File: src/rtl/fs_accel_mpctrl.sv
// fs_accel_mpctrl: max-pool window scheduler and lane accumulator.
// Steers a row-major int8 pixel stream into up to NLANES running signed-max
// accumulators, then drains one result per lane after every K-row strip.
// Optional build macro: FS_ACCEL_MPCTRL_RELU_EN (clamps negative drained results to 0).
//
// Handshakes: a pixel transfers on a rising edge where in_valid && in_ready;
// a result transfers on a rising edge where out_valid && out_ready. While
// out_valid is high and out_ready is low, out_data/out_lane stay stable.
module fs_accel_mpctrl #(
  parameter int NLANES = 13,
  parameter int DW     = 8
) (
  input  logic          clk,
  input  logic          resetn,
  input  logic          start,
  input  logic [3:0]    cfg_out_w,
  input  logic [1:0]    cfg_pool,
  input  logic [7:0]    cfg_out_h,
  input  logic          in_valid,
  input  logic [DW-1:0] in_data,
  output logic          in_ready,
  output logic [3:0]    mp_sel,
  output logic          out_valid,
  output logic [DW-1:0] out_data,
  output logic [3:0]    out_lane,
  input  logic          out_ready,
  output logic          busy,
  output logic          done,
  output logic [1:0]    dbg_state
);

  // Most negative value: identity element for a signed max.
  localparam logic signed [DW-1:0] ACC_INIT = {1'b1, {(DW-1){1'b0}}};

  typedef enum logic [1:0] {
    S_IDLE  = 2'd0,
    S_ACCUM = 2'd1,
    S_DRAIN = 2'd2,
    S_DONE  = 2'd3
  } state_t;

  state_t state, state_nxt;

  // Latched job configuration (already clamped).
  logic [3:0] cfg_w;
  logic [1:0] cfg_k;
  logic [7:0] cfg_h;

  // Window position counters and drain/strip counters.
  logic [1:0] kcol;
  logic [3:0] lane;
  logic [1:0] krow;
  logic [7:0] strip;
  logic [3:0] drain_idx;

  logic signed [DW-1:0] acc [NLANES];

  logic          start_ok;
  logic [3:0]    w_eff;
  logic [1:0]    k_eff;
  logic          accept;
  logic          last_pix;
  logic          last_lane;
  logic          last_strip;
  logic [DW-1:0] drain_raw;
  logic [DW-1:0] drain_val;

  // Job acceptance and config clamping: zero width/height jobs are dropped.
  assign start_ok   = start && (cfg_out_w != 4'd0) && (cfg_out_h != 8'd0);
  assign w_eff      = (cfg_out_w > 4'(NLANES)) ? 4'(NLANES) : cfg_out_w;
  assign k_eff      = (cfg_pool == 2'd0) ? 2'd1 : cfg_pool;

  assign accept     = in_valid && (state == S_ACCUM);
  assign last_pix   = accept && (kcol == cfg_k - 2'd1) && (lane == cfg_w - 4'd1)
                      && (krow == cfg_k - 2'd1);
  assign last_lane  = (drain_idx == cfg_w - 4'd1);
  assign last_strip = (strip == cfg_h - 8'd1);

  assign drain_raw  = acc[drain_idx];
`ifdef FS_ACCEL_MPCTRL_RELU_EN
  assign drain_val  = drain_raw[DW-1] ? '0 : drain_raw;
`else
  assign drain_val  = drain_raw;
`endif

  assign mp_sel    = lane;
  assign dbg_state = state;

  // State register.
  always_ff @(posedge clk) begin
    if (!resetn) state <= S_IDLE;
    else         state <= state_nxt;
  end

  // Next-state logic.
  always_comb begin
    state_nxt = state;
    case (state)
      S_IDLE:  if (start_ok) state_nxt = S_ACCUM;
      S_ACCUM: if (last_pix) state_nxt = S_DRAIN;
      S_DRAIN: if (out_ready && last_lane) state_nxt = last_strip ? S_DONE : S_ACCUM;
      S_DONE:  state_nxt = S_IDLE;
      default: state_nxt = S_IDLE;
    endcase
  end

  // Output decode from the registered state.
  always_comb begin
    in_ready  = 1'b0;
    out_valid = 1'b0;
    out_data  = ACC_INIT;
    out_lane  = 4'd0;
    busy      = 1'b0;
    done      = 1'b0;
    case (state)
      S_ACCUM: begin
        in_ready = 1'b1;
        busy     = 1'b1;
      end
      S_DRAIN: begin
        out_valid = 1'b1;
        busy      = 1'b1;
        out_lane  = drain_idx;
        out_data  = drain_val;
      end
      S_DONE:  done = 1'b1;
      default: ;
    endcase
  end

  // Datapath: config latch, window counters, lane maxima and drain index.
  always_ff @(posedge clk) begin
    if (!resetn) begin
      cfg_w     <= 4'd0;
      cfg_k     <= 2'd0;
      cfg_h     <= 8'd0;
      kcol      <= 2'd0;
      lane      <= 4'd0;
      krow      <= 2'd0;
      strip     <= 8'd0;
      drain_idx <= 4'd0;
      for (int i = 0; i < NLANES; i++) acc[i] <= ACC_INIT;
    end else begin
      case (state)
        S_IDLE: begin
          if (start_ok) begin
            cfg_w     <= w_eff;
            cfg_k     <= k_eff;
            cfg_h     <= cfg_out_h;
            kcol      <= 2'd0;
            lane      <= 4'd0;
            krow      <= 2'd0;
            strip     <= 8'd0;
            drain_idx <= 4'd0;
            for (int i = 0; i < NLANES; i++) acc[i] <= ACC_INIT;
          end
        end
        S_ACCUM: begin
          if (accept) begin
            if ($signed(in_data) > acc[lane]) acc[lane] <= $signed(in_data);
            // kcol wraps into lane, lane wraps into krow.
            if (kcol == cfg_k - 2'd1) begin
              kcol <= 2'd0;
              if (lane == cfg_w - 4'd1) begin
                lane <= 4'd0;
                if (krow == cfg_k - 2'd1) krow <= 2'd0;
                else                      krow <= krow + 2'd1;
              end else begin
                lane <= lane + 4'd1;
              end
            end else begin
              kcol <= kcol + 2'd1;
            end
          end
        end
        S_DRAIN: begin
          if (out_ready) begin
            if (last_lane) begin
              drain_idx <= 4'd0;
              if (last_strip) begin
                strip <= 8'd0;
              end else begin
                // Next strip starts from a clean identity in every lane.
                strip <= strip + 8'd1;
                for (int i = 0; i < NLANES; i++) acc[i] <= ACC_INIT;
              end
            end else begin
              drain_idx <= drain_idx + 4'd1;
            end
          end
        end
        default: ;
      endcase
    end
  end

endmodule

File: config.mk
export PLATFORM = sky130hd
export DESIGN_NAME = fs_accel_mpctrl
export DESIGN_NICKNAME = d
export VERILOG_FILES = /design/src/rtl/fs_accel_mpctrl.sv
export SDC_FILE = /design/constraint.sdc
export NUM_CORES = 1
export LEC_CHECK = 0
export CAP_MARGIN = 25
export CORE_ASPECT_RATIO = 0.8
export CORE_MARGIN = 2
export CORE_UTILIZATION = 48
export DETAILED_ROUTE_END_ITERATION = 16
export PLACE_DENSITY_LB_ADDON = 0.12
export SYNTH_ARGS = -nofsm -noshare
export SYNTH_HDL_FRONTEND = slang
export SYNTH_SLANG_ARGS = --single-unit
File: constraint.sdc
create_clock -name clk -period 5.7 [get_ports clk]
set_input_delay 1.14 -clock clk [delete_from_list [all_inputs] [get_ports clk]]
set_output_delay 1.14 -clock clk [all_outputs]
set_load 0.005 [all_outputs]
[Yosys cells after proc, flatten, opt, wreduce, memory -nomap -nowiden]
Memories as Yosys holds them, arrays and structs flattened. A register that Yosys moved wholly into a read port is not among the register bits.
Index checks and enable logic that the tools add are counted.
Cells by class
  $add $sub $neg: 8
  multipliers: 0
  div/mod/pow operators: 0
  $lt $le $gt $ge: 2
  equality and inequality tests: 16
  shift-type cells: 0
  muxes and demuxes: 84
  bitwise operators: 26
  reductions and logical operators: 22
Operators by type and width (count)
  8-bit 2-to-1 mux: 32
  4-bit 2-to-1 mux: 13
  1-bit bitwise OR: 26
  2-bit 2-to-1 mux: 12
  1-bit 2-to-1 mux: 21
  4-bit one-hot mux with 2 select lines: 2
  8-bit one-hot mux with 2 select lines: 1
  2-bit inequality test, second input constant: 6
  3-bit AND reduction: 3
  4-bit by 1-bit adder with 4-bit output, second input constant: 2
  8-bit by 1-bit adder with 8-bit output, second input constant: 1
  4-bit equality test: 2
  8-bit equality test: 1
  8-bit > comparator: 1
  2-bit one-hot mux with 2 select lines: 2
  2-bit one-hot mux with 4 select lines: 1
  4-bit AND reduction: 2
  8-bit nonzero test: 1
  8-bit OR reduction: 1
  8-bit by 1-bit subtractor with 8-bit output, second input constant: 1
  1-bit logical AND: 7
  5-bit AND reduction: 1
  2-bit by 1-bit adder with 2-bit output, second input constant: 2
  2-bit equality test: 2
  11 further kinds: 15
Word-level totals
  flip-flop bits (word level): 36
  latch bits: 0
  bits in writable memories: 104
  memory bits (read-only): 0
  bits of input ports: 27
  output and inout port bits: 22
  word-level logic and storage cells: 168
  memories kept: 1
Memory list
  acc: words 13, width 8, read ports 2, clocked after Yosys merged registers in 2, write ports 13, RTL line 56  | logic signed [DW-1:0] acc [NLANES];

[Depth between registers and ports, before layout]
Gate-level depths: netlist of run 1.
  depth after elaboration: 10
  mapped depth: 13
  gate-level depth less buffers: 10

[Worst setup path after synthesis of run 1]
OpenSTA, ideal clock, no wires.
  path type: register to register
  from: register with a tool-made name
  to: memory acc[12][0] (enable)
  library setup time: 0.356 ns
  arrival: 3.567 ns
  required time: 5.344 ns
  path slack: 1.777 ns
  cell stages (with the launch flop): 13
  buffers on the path: 2
  clock period less this slack: 3.923 ns
  cell sequence: dfxtp_1 clkbuf_1 buf_2 mux4_2 mux4_2 inv_1 ha_1 a21o_1 a2111o_1 o211ai_2 a21oi_2 a41oi_1 o21ai_0
RTL lines (RTL line)
  end, declared: 56

==> metrics.txt, run 1 <==
cells traversed along the worst timing path buf_4 -> mux4_2 -> mux4_2 -> ha_1 -> and3_1 -> nand4_1 -> o211ai_2 -> a21oi_2 -> nand3_1 -> nor2_1; vias in the first global route ~6700; Post-synth EDFFs ~130; final wirelength ~27 mm; slowest stage cell on the critical path sky130_fd_sc_hd__dfxtp_2; height of the die 130.1 um; met1 track demand over resource in global routing a little under two fifths; Top delay family on crit path simple AND/OR/NAND/NOR gates; CP endpoint kind flip-flop; cell count after synthesis between 700 and 800; max capacitance violation total 0; antenna-violating nets left 0; DR vias 6681; clock root buffer sky130_fd_sc_hd__clkbuf_16; first-pass GRT wire length a little over 40 mm; slack of the worst reg-to-reg path approximately 0.9 ns; Finish-stage setup viols 0; WL/cell 25.38 um; class of the worst hold path flip-flop to flip-flop; Post-CTS Setup Inserts 0; post-layout instance area about 11000 um2; Via-to-Cell Ratio about 6.2; starting density of the core about half; max-slew violations 0; input/output buffers 48; Mapped Nets 794; time the worst path needs with I/O delays and setup between 4 and 5 ns; status completed; relative slew slack between 30 and 40%; Post-synth top flop sky130_fd_sc_hd__edfxtp_1; count of routing violations after the opening detailed-route iteration between 800 and 900; startpoint-to-endpoint class of the critical path flip-flop to flip-flop; Area Overhead vs Synth 14.83%; post-synth design cell area about 9500 um2; Num Clock Sinks 172; count of state elements after synthesis 172; CTS tree yes; CP arrival approximately 4.9 ns; fraction of final layout cells sized beyond drive strength 1 21.19%; core area a little under 20000 um2; count of buffer and inverter cells on the critical path 1; width of the die roughly 160 um; Worst path most repeated cell sky130_fd_sc_hd__mux4_2; Power Density roughly 360 nW/um2; Crit path required time approximately 5.8 ns; DR pass1 iterations 5; period utilization 84.26%; Clock Tree Buf Depth 2; sequential share of the synthesized area 49.51%; DRC violations left 0; setup TNS 0 ns; leakage dissipation 3.602 nW; HPWL after DPL about 18 mm; synthesized area per cell about 13 um2; Global Route met2 Usage 42.18%; die area roughly 21000 um2; Skew-Pair Late Insertion Delay ~0.44 ns; number of H-tree levels 4; actual slew at the worst max-slew pin between 1 and 1.5 ns; post-synthesis cell type count 70; async set-reset flop share out of synthesis 0%; # rows 46; ant diodes 0; met3 Track Usage GR 6.802%; most used cells in the layout excluding fill and tap cells sky130_fd_sc_hd__edfxtp_1, sky130_fd_sc_hd__nor2_1, sky130_fd_sc_hd__mux4_2; maximum number of pins on one net before global-route repair 40; fillcell total about 1700; number of CTS-inserted buffers 17; commonest non-fill, non-tap cell in the layout sky130_fd_sc_hd__edfxtp_1; final number of hold-violating endpoints 0; GRT overflow 0; highest net fanout along the worst path 19; initial antenna violation count 0; cts-stage hold buffer count 0; number of cells upsized or downsized after cts 0; RePlAce Congestion 0.8349; largest stage delay on the critical path approximately 0.82 ns; Highest Clock Rate 208.2 MHz; # IOs slightly below 50; instance area after placement 10340 um2; final setup skew 0.01456 ns; startpoint type of the worst setup path flip-flop; highest-utilization routing layer at the global route stage met2; setup repair after global routing missed its margin no; largest vdd supply drop between 0.15 and 0.2 mV; Nets 841; yosys synthesis warning count 0; clock transition time at the flip-flop clock pins of the worst setup and hold paths 0.07 ns; aggregate global-route resource usage between 20% and 30%
cell type report:
| cell class | instances | area (um2) | area share [%] |
|---|---|---|---|
| clock inverters | 15 | 191.4 | 1.747 |
| inverters | 28 | 105.1 | 0.9591 |
| repair buffers | 74 | 673.1 | 6.143 |
| well taps | 264 | 330.3 | 3.014 |
| multi-input cells | 501 | 4506 | 41.12 |
| clock buffers | 17 | 425.4 | 3.882 |
| flip-flops and latches | 172 | 4727 | 43.14 |
state kept, by name, indices dropped and copies added, names as in the netlist, named ones only:
| register | cells |
|---|---|
| acc | 128 |
| cfg_h | 8 |
| cfg_k | 2 |
| cfg_w | 4 |
| dbg_state | 2 |
| drain_idx | 4 |
| kcol | 2 |
| krow | 2 |
| mp_sel | 4 |
| strip | 8 |
worst paths after layout:
| check | cells past startpoint | to | startpoint |
|---|---|---|---|
| worst min-delay path | 2 | krow[1] | krow[1] |
| worst max register to register | 10 | acc[14][0] | flip-flop |
| worst min register to register | 2 | krow[1] | krow[1] |
| worst max-delay path | 10 | acc[14][0] | flip-flop |
cell usage after synthesis (13+ instances only):
cell type                  count  share of area [%]
sky130_fd_sc_hd__clkbuf_1     22               0.87
sky130_fd_sc_hd__mux2i_1      16                1.7
sky130_fd_sc_hd__o21ai_1      13               0.68
sky130_fd_sc_hd__edfxtp_1    128                 40
sky130_fd_sc_hd__mux4_2       80                 19
sky130_fd_sc_hd__inv_1        27                1.1
sky130_fd_sc_hd__ha_1         20                2.6
sky130_fd_sc_hd__xnor2_1      16                1.5
sky130_fd_sc_hd__nand2_1      59                2.3
sky130_fd_sc_hd__nor2b_1      23                1.5
sky130_fd_sc_hd__dfxtp_1      44                9.2
sky130_fd_sc_hd__nor2_1      110                4.3
sky130_fd_sc_hd__a21oi_1      22                1.2
metal layers:
layer / up-vias / wire length (um)
met4: 0 / 665
met3: 45 / 2555
met2: 330 / 12430
met1: 3382 / 11530
met5: - / 0
li1: 2924 / -
where the power goes:
group | switching (mW) | internal, mW
combinational | 0.586 | 0.492
sequential | 0.135 | 1.51
clock | 0.505 | 0.733
total | 1.23 | 2.74
logic make-up (layout without fill, tap and decap cells):
kind of cell	Yosys count	count (layout)	synth area share [%]
AND/OR/NAND/NOR	264	264	13.48
flip-flops	172	172	49.51
multiplexers	96	96	20.56
AO/OA/AOI/OAI	94	94	7.421
buffers and inverters	74	134	3.514
XOR/XNOR	27	27	2.898
adder cells (fa/ha/maj)	20	20	2.622
per-stage QoR:
stage	cells	power [mW]	hold WS (ns)	utilization, %	setup WS [ns]
after floorplan	747	2.358	0.4672	-	1.777
after global placement	1038	2.698	0.4838	52.51	1.071
after detailed placement	1039	2.737	0.5015	52.54	0.8886
after CTS	1071	3.959	0.5114	55.67	0.8479
after global routing	1071	4.121	0.5294	55.67	0.5420
final	1071	3.962	0.5062	55.67	0.8972
worst register-to-register path: cells and delay by family (launching register included):
kind                       cells  cell delay [ns]
adders and majority gates      1             0.28
DFF                            1             0.82
buffers and inverters          1             0.34
muxes                          2             1.04
and+or+nand+nor                4             1.44
AOI/OAI and AO/OA              2             0.50
Note: power is estimated with default switching activity, not from simulation.
==> run 2: changes to the inputs <==
==> constraint.sdc (replaced) <==
create_clock -name clk -period 5 [get_ports clk]
set_input_delay 1 -clock clk [delete_from_list [all_inputs] [get_ports clk]]
set_output_delay 1 -clock clk [all_outputs]
set_load 0.005 [all_outputs]
==> run 2 against run 1 <==
  * Via count increased by 2.2%
  * Largest cell class unchanged
  * Routed wire length increased by 5.5%
  * Register-to-register slack got worse by 0.28 ns
  * Clock skew increased by 0.0021 ns
  * Largest power group unchanged
==> metrics.txt, run 2 (synthesized netlist as in run 1, its figures left out) <==
time the worst path needs with I/O delays and setup 4.385 ns (-0.4179 ns); instance area after placement 10350 um2 (about the same); aggregate global-route resource usage 28.70% (+1.6 points); count of routing violations after the opening detailed-route iteration 912 (+11%); first-pass GRT wire length 42.92 mm (+4.6%); Nets 840 (-0.12%); Power Density 412.0 nW/um2 (+14%); number of CTS-inserted buffers 17 (unchanged); HPWL after DPL 20.89 mm (+13%); startpoint type of the worst setup path flip-flop; actual slew at the worst max-slew pin 1.085 ns (+0.04269 ns); largest vdd supply drop 0.2463 mV (+48%); Seq pwr share 42.4% (+0.9 points); max-slew violations 0 (unchanged); maximum number of pins on one net before global-route repair 40 (unchanged); Area Overhead vs Synth 14.92% (about the same); Net Sw Frac 33.40% (+2.5 points); height of the die 130.1 um (unchanged); Finish-stage setup viols 0 (unchanged); start point of the worst hold path krow[1]; Worst path most repeated cell sky130_fd_sc_hd__mux4_2; fraction of final layout cells sized beyond drive strength 1 20.84% (-0.35 points); number of H-tree levels 4 (unchanged); largest registers acc (128), cfg_h (8), strip (8); Crit path required time 5.17 ns (-0.59 ns); starting density of the core 48.48% (unchanged); Top delay family on crit path simple AND/OR/NAND/NOR gates; CP endpoint kind flip-flop; startpoint-to-endpoint class of the critical path flip-flop to flip-flop; # rows 46 (unchanged); count of buffer and inverter cells on the critical path 3 (+2); cells traversed along the worst timing path buf_12 -> mux4_2 -> mux4_2 -> inv_1 -> ha_1 -> and3_1 -> nand4_1 -> o211ai_2 -> a21oi_2 -> nand3_1 -> nor2_1 -> buf_4; DR vias 6830 (+2.2%); RePlAce Congestion 0.9825 (+18%); share of total power in the clock network 30.9% (-0.4 points); Highest Clock Rate 228.1 MHz (+9.5%); CTS tree yes; placed cell count 1038 (-0.096%); Clock Tree Buf Depth 2 (unchanged); ant diodes 0 (unchanged); largest register by flop count acc; clock root buffer sky130_fd_sc_hd__clkbuf_16; max FFs per register 128 (unchanged); vias in the first global route 6714 (+0.33%); post-route non-filler standard cell count 1070 (-0.093%); largest stage delay on the critical path 0.73 ns (-0.09 ns); final number of hold-violating endpoints 0 (unchanged); GRT overflow 0 (unchanged); Num Clock Sinks 172 (unchanged); clock transition time at the flip-flop clock pins of the worst setup and hold paths 0.07 ns (about the same); Post-CTS Setup Inserts 0 (unchanged); share of total power in combinational logic 26.7% (-0.5 points); period utilization 87.70% (+3.4 points); core area 19680 um2 (unchanged); Via-to-Cell Ratio 6.383 (+2.3%); Skew-Pair Late Insertion Delay 0.45 ns (about the same); cts-stage hold buffer count 0 (unchanged); most used cells in the layout excluding fill and tap cells sky130_fd_sc_hd__edfxtp_1, sky130_fd_sc_hd__nor2_1, sky130_fd_sc_hd__mux4_2; CP arrival 4.55 ns (-0.31 ns); post-layout instance area 10970 um2 (about the same); DRC violations left 0 (unchanged); setup repair after global routing missed its margin no; final setup skew 0.01662 ns (+0.002060 ns); slowest stage cell on the critical path sky130_fd_sc_hd__dfxtp_2; width of the die 161.6 um (unchanged); leakage dissipation 3.607 nW (+0.15%); final wirelength 28.68 mm (+5.5%); Switch Pwr 1.509 mW (+23%); setup TNS 0 ns (unchanged); antenna-violating nets left 0 (unchanged); class of the worst hold path flip-flop to flip-flop; commonest non-fill, non-tap cell in the layout sky130_fd_sc_hd__edfxtp_1; final standard cell utilization of the core 55.71% (about the same); highest net fanout along the worst path 14 (-5); internal power component 3.009 mW (+10%); DR pass1 iterations 5 (unchanged); relative slew slack 27.66% (-2.8 points); input/output buffers 48 (unchanged); slack of the worst reg-to-reg path 0.62 ns (-0.28 ns); max capacitance violation total 0 (unchanged); WL/cell 26.80 um (+5.6%); number of cells upsized or downsized after cts 0 (unchanged); die area 21030 um2 (unchanged); # IOs 49 (unchanged); initial antenna violation count 1 (+1); status completed
-- run 2: cell count changes in the layout (fill, tap and decap cells not counted), sizes merged --
| cell | previous run | this run |
|---|---|---|
| clkinvlp | 3 | 1 |
| bufinv | 4 | 1 |
| buf | 26 | 25 |
| inv | 31 | 36 |
-- run 2: power groups by stage --
| stage | clock network, mW | logic [mW] | registers (mW) |
|---|---|---|---|
| 2_1_floorplan | 0 | 0.865 | 1.82 |
| 3_3_place_gp | 0 | 1.17 | 1.93 |
| 3_5_place_dp | 0 | 1.19 | 1.94 |
| 4_1_cts | 1.41 | 1.19 | 1.91 |
| 5_1_grt | 1.46 | 1.29 | 1.93 |
| 6_report | 1.40 | 1.21 | 1.92 |
-- run 2: worst paths after layout --
kind | end | cells after the start
worst max-delay path | acc[13][3] | 12
worst min-delay path | krow[1] | 2
worst max register to register | acc[13][3] | 12
worst min register to register | krow[1] | 2
-- run 2: area by class of cell --
type,instances,area [um2]
clock inverters,15,191.4
clock buffers,17,425.4
multi-input cells,501,4491
repair buffers,73,696.9
inverters,28,105.1
fillers,1649,8717
well taps,264,330.3
flip-flops and latches,172,4727
-- run 2: metal layers --
metal | wire (um) | share of wire, % | global-route usage [%] | vias to the layer above
met5 | 76 | 0.27 | 2.727 | -
met4 | 612 | 2.1 | 9.058 | 2
met3 | 3806 | 13 | 11.44 | 57
met2 | 12190 | 42 | 40.20 | 404
met1 | 12000 | 42 | 40.94 | 3462
li1 | - | - | - | 2905
-- run 2: metrics by stage --
step	setup WS [ns]	total power [mW]	hold WS, ns
global route	0.3414	4.683	0.5378
detailed placement	0.6053	3.124	0.4969
CTS	0.6152	4.505	0.5082
global placement	0.6472	3.095	0.4790
floorplan	1.077	2.688	0.4672
finish	0.6150	4.518	0.5100
-- run 2: worst register-to-register path, stage by stage, from the launching register on --
cell and delay [ns]:
sky130_fd_sc_hd__dfxtp_2 0.73, sky130_fd_sc_hd__buf_12 0.25, sky130_fd_sc_hd__mux4_2 0.51, sky130_fd_sc_hd__mux4_2 0.48, sky130_fd_sc_hd__inv_1 0.09, sky130_fd_sc_hd__ha_1 0.22, sky130_fd_sc_hd__and3_1 0.21, sky130_fd_sc_hd__nand4_1 0.11
sky130_fd_sc_hd__o211ai_2 0.17, sky130_fd_sc_hd__a21oi_2 0.32, sky130_fd_sc_hd__nand3_1 0.37, sky130_fd_sc_hd__nor2_1 0.43, sky130_fd_sc_hd__buf_4 0.23
==> run 3: changes to the inputs <==
--- a/config.mk
+++ b/config.mk
@@ -9,6 +9,7 @@
 export CORE_ASPECT_RATIO = 0.8
 export CORE_MARGIN = 2
 export CORE_UTILIZATION = 48
+export CTS_CLUSTER_SIZE = 28
 export DETAILED_ROUTE_END_ITERATION = 16
 export PLACE_DENSITY_LB_ADDON = 0.12
 export SYNTH_ARGS = -nofsm -noshare
==> results of run 3 <==
No change in the layout: final DEF, timing and power equal those of run 2.
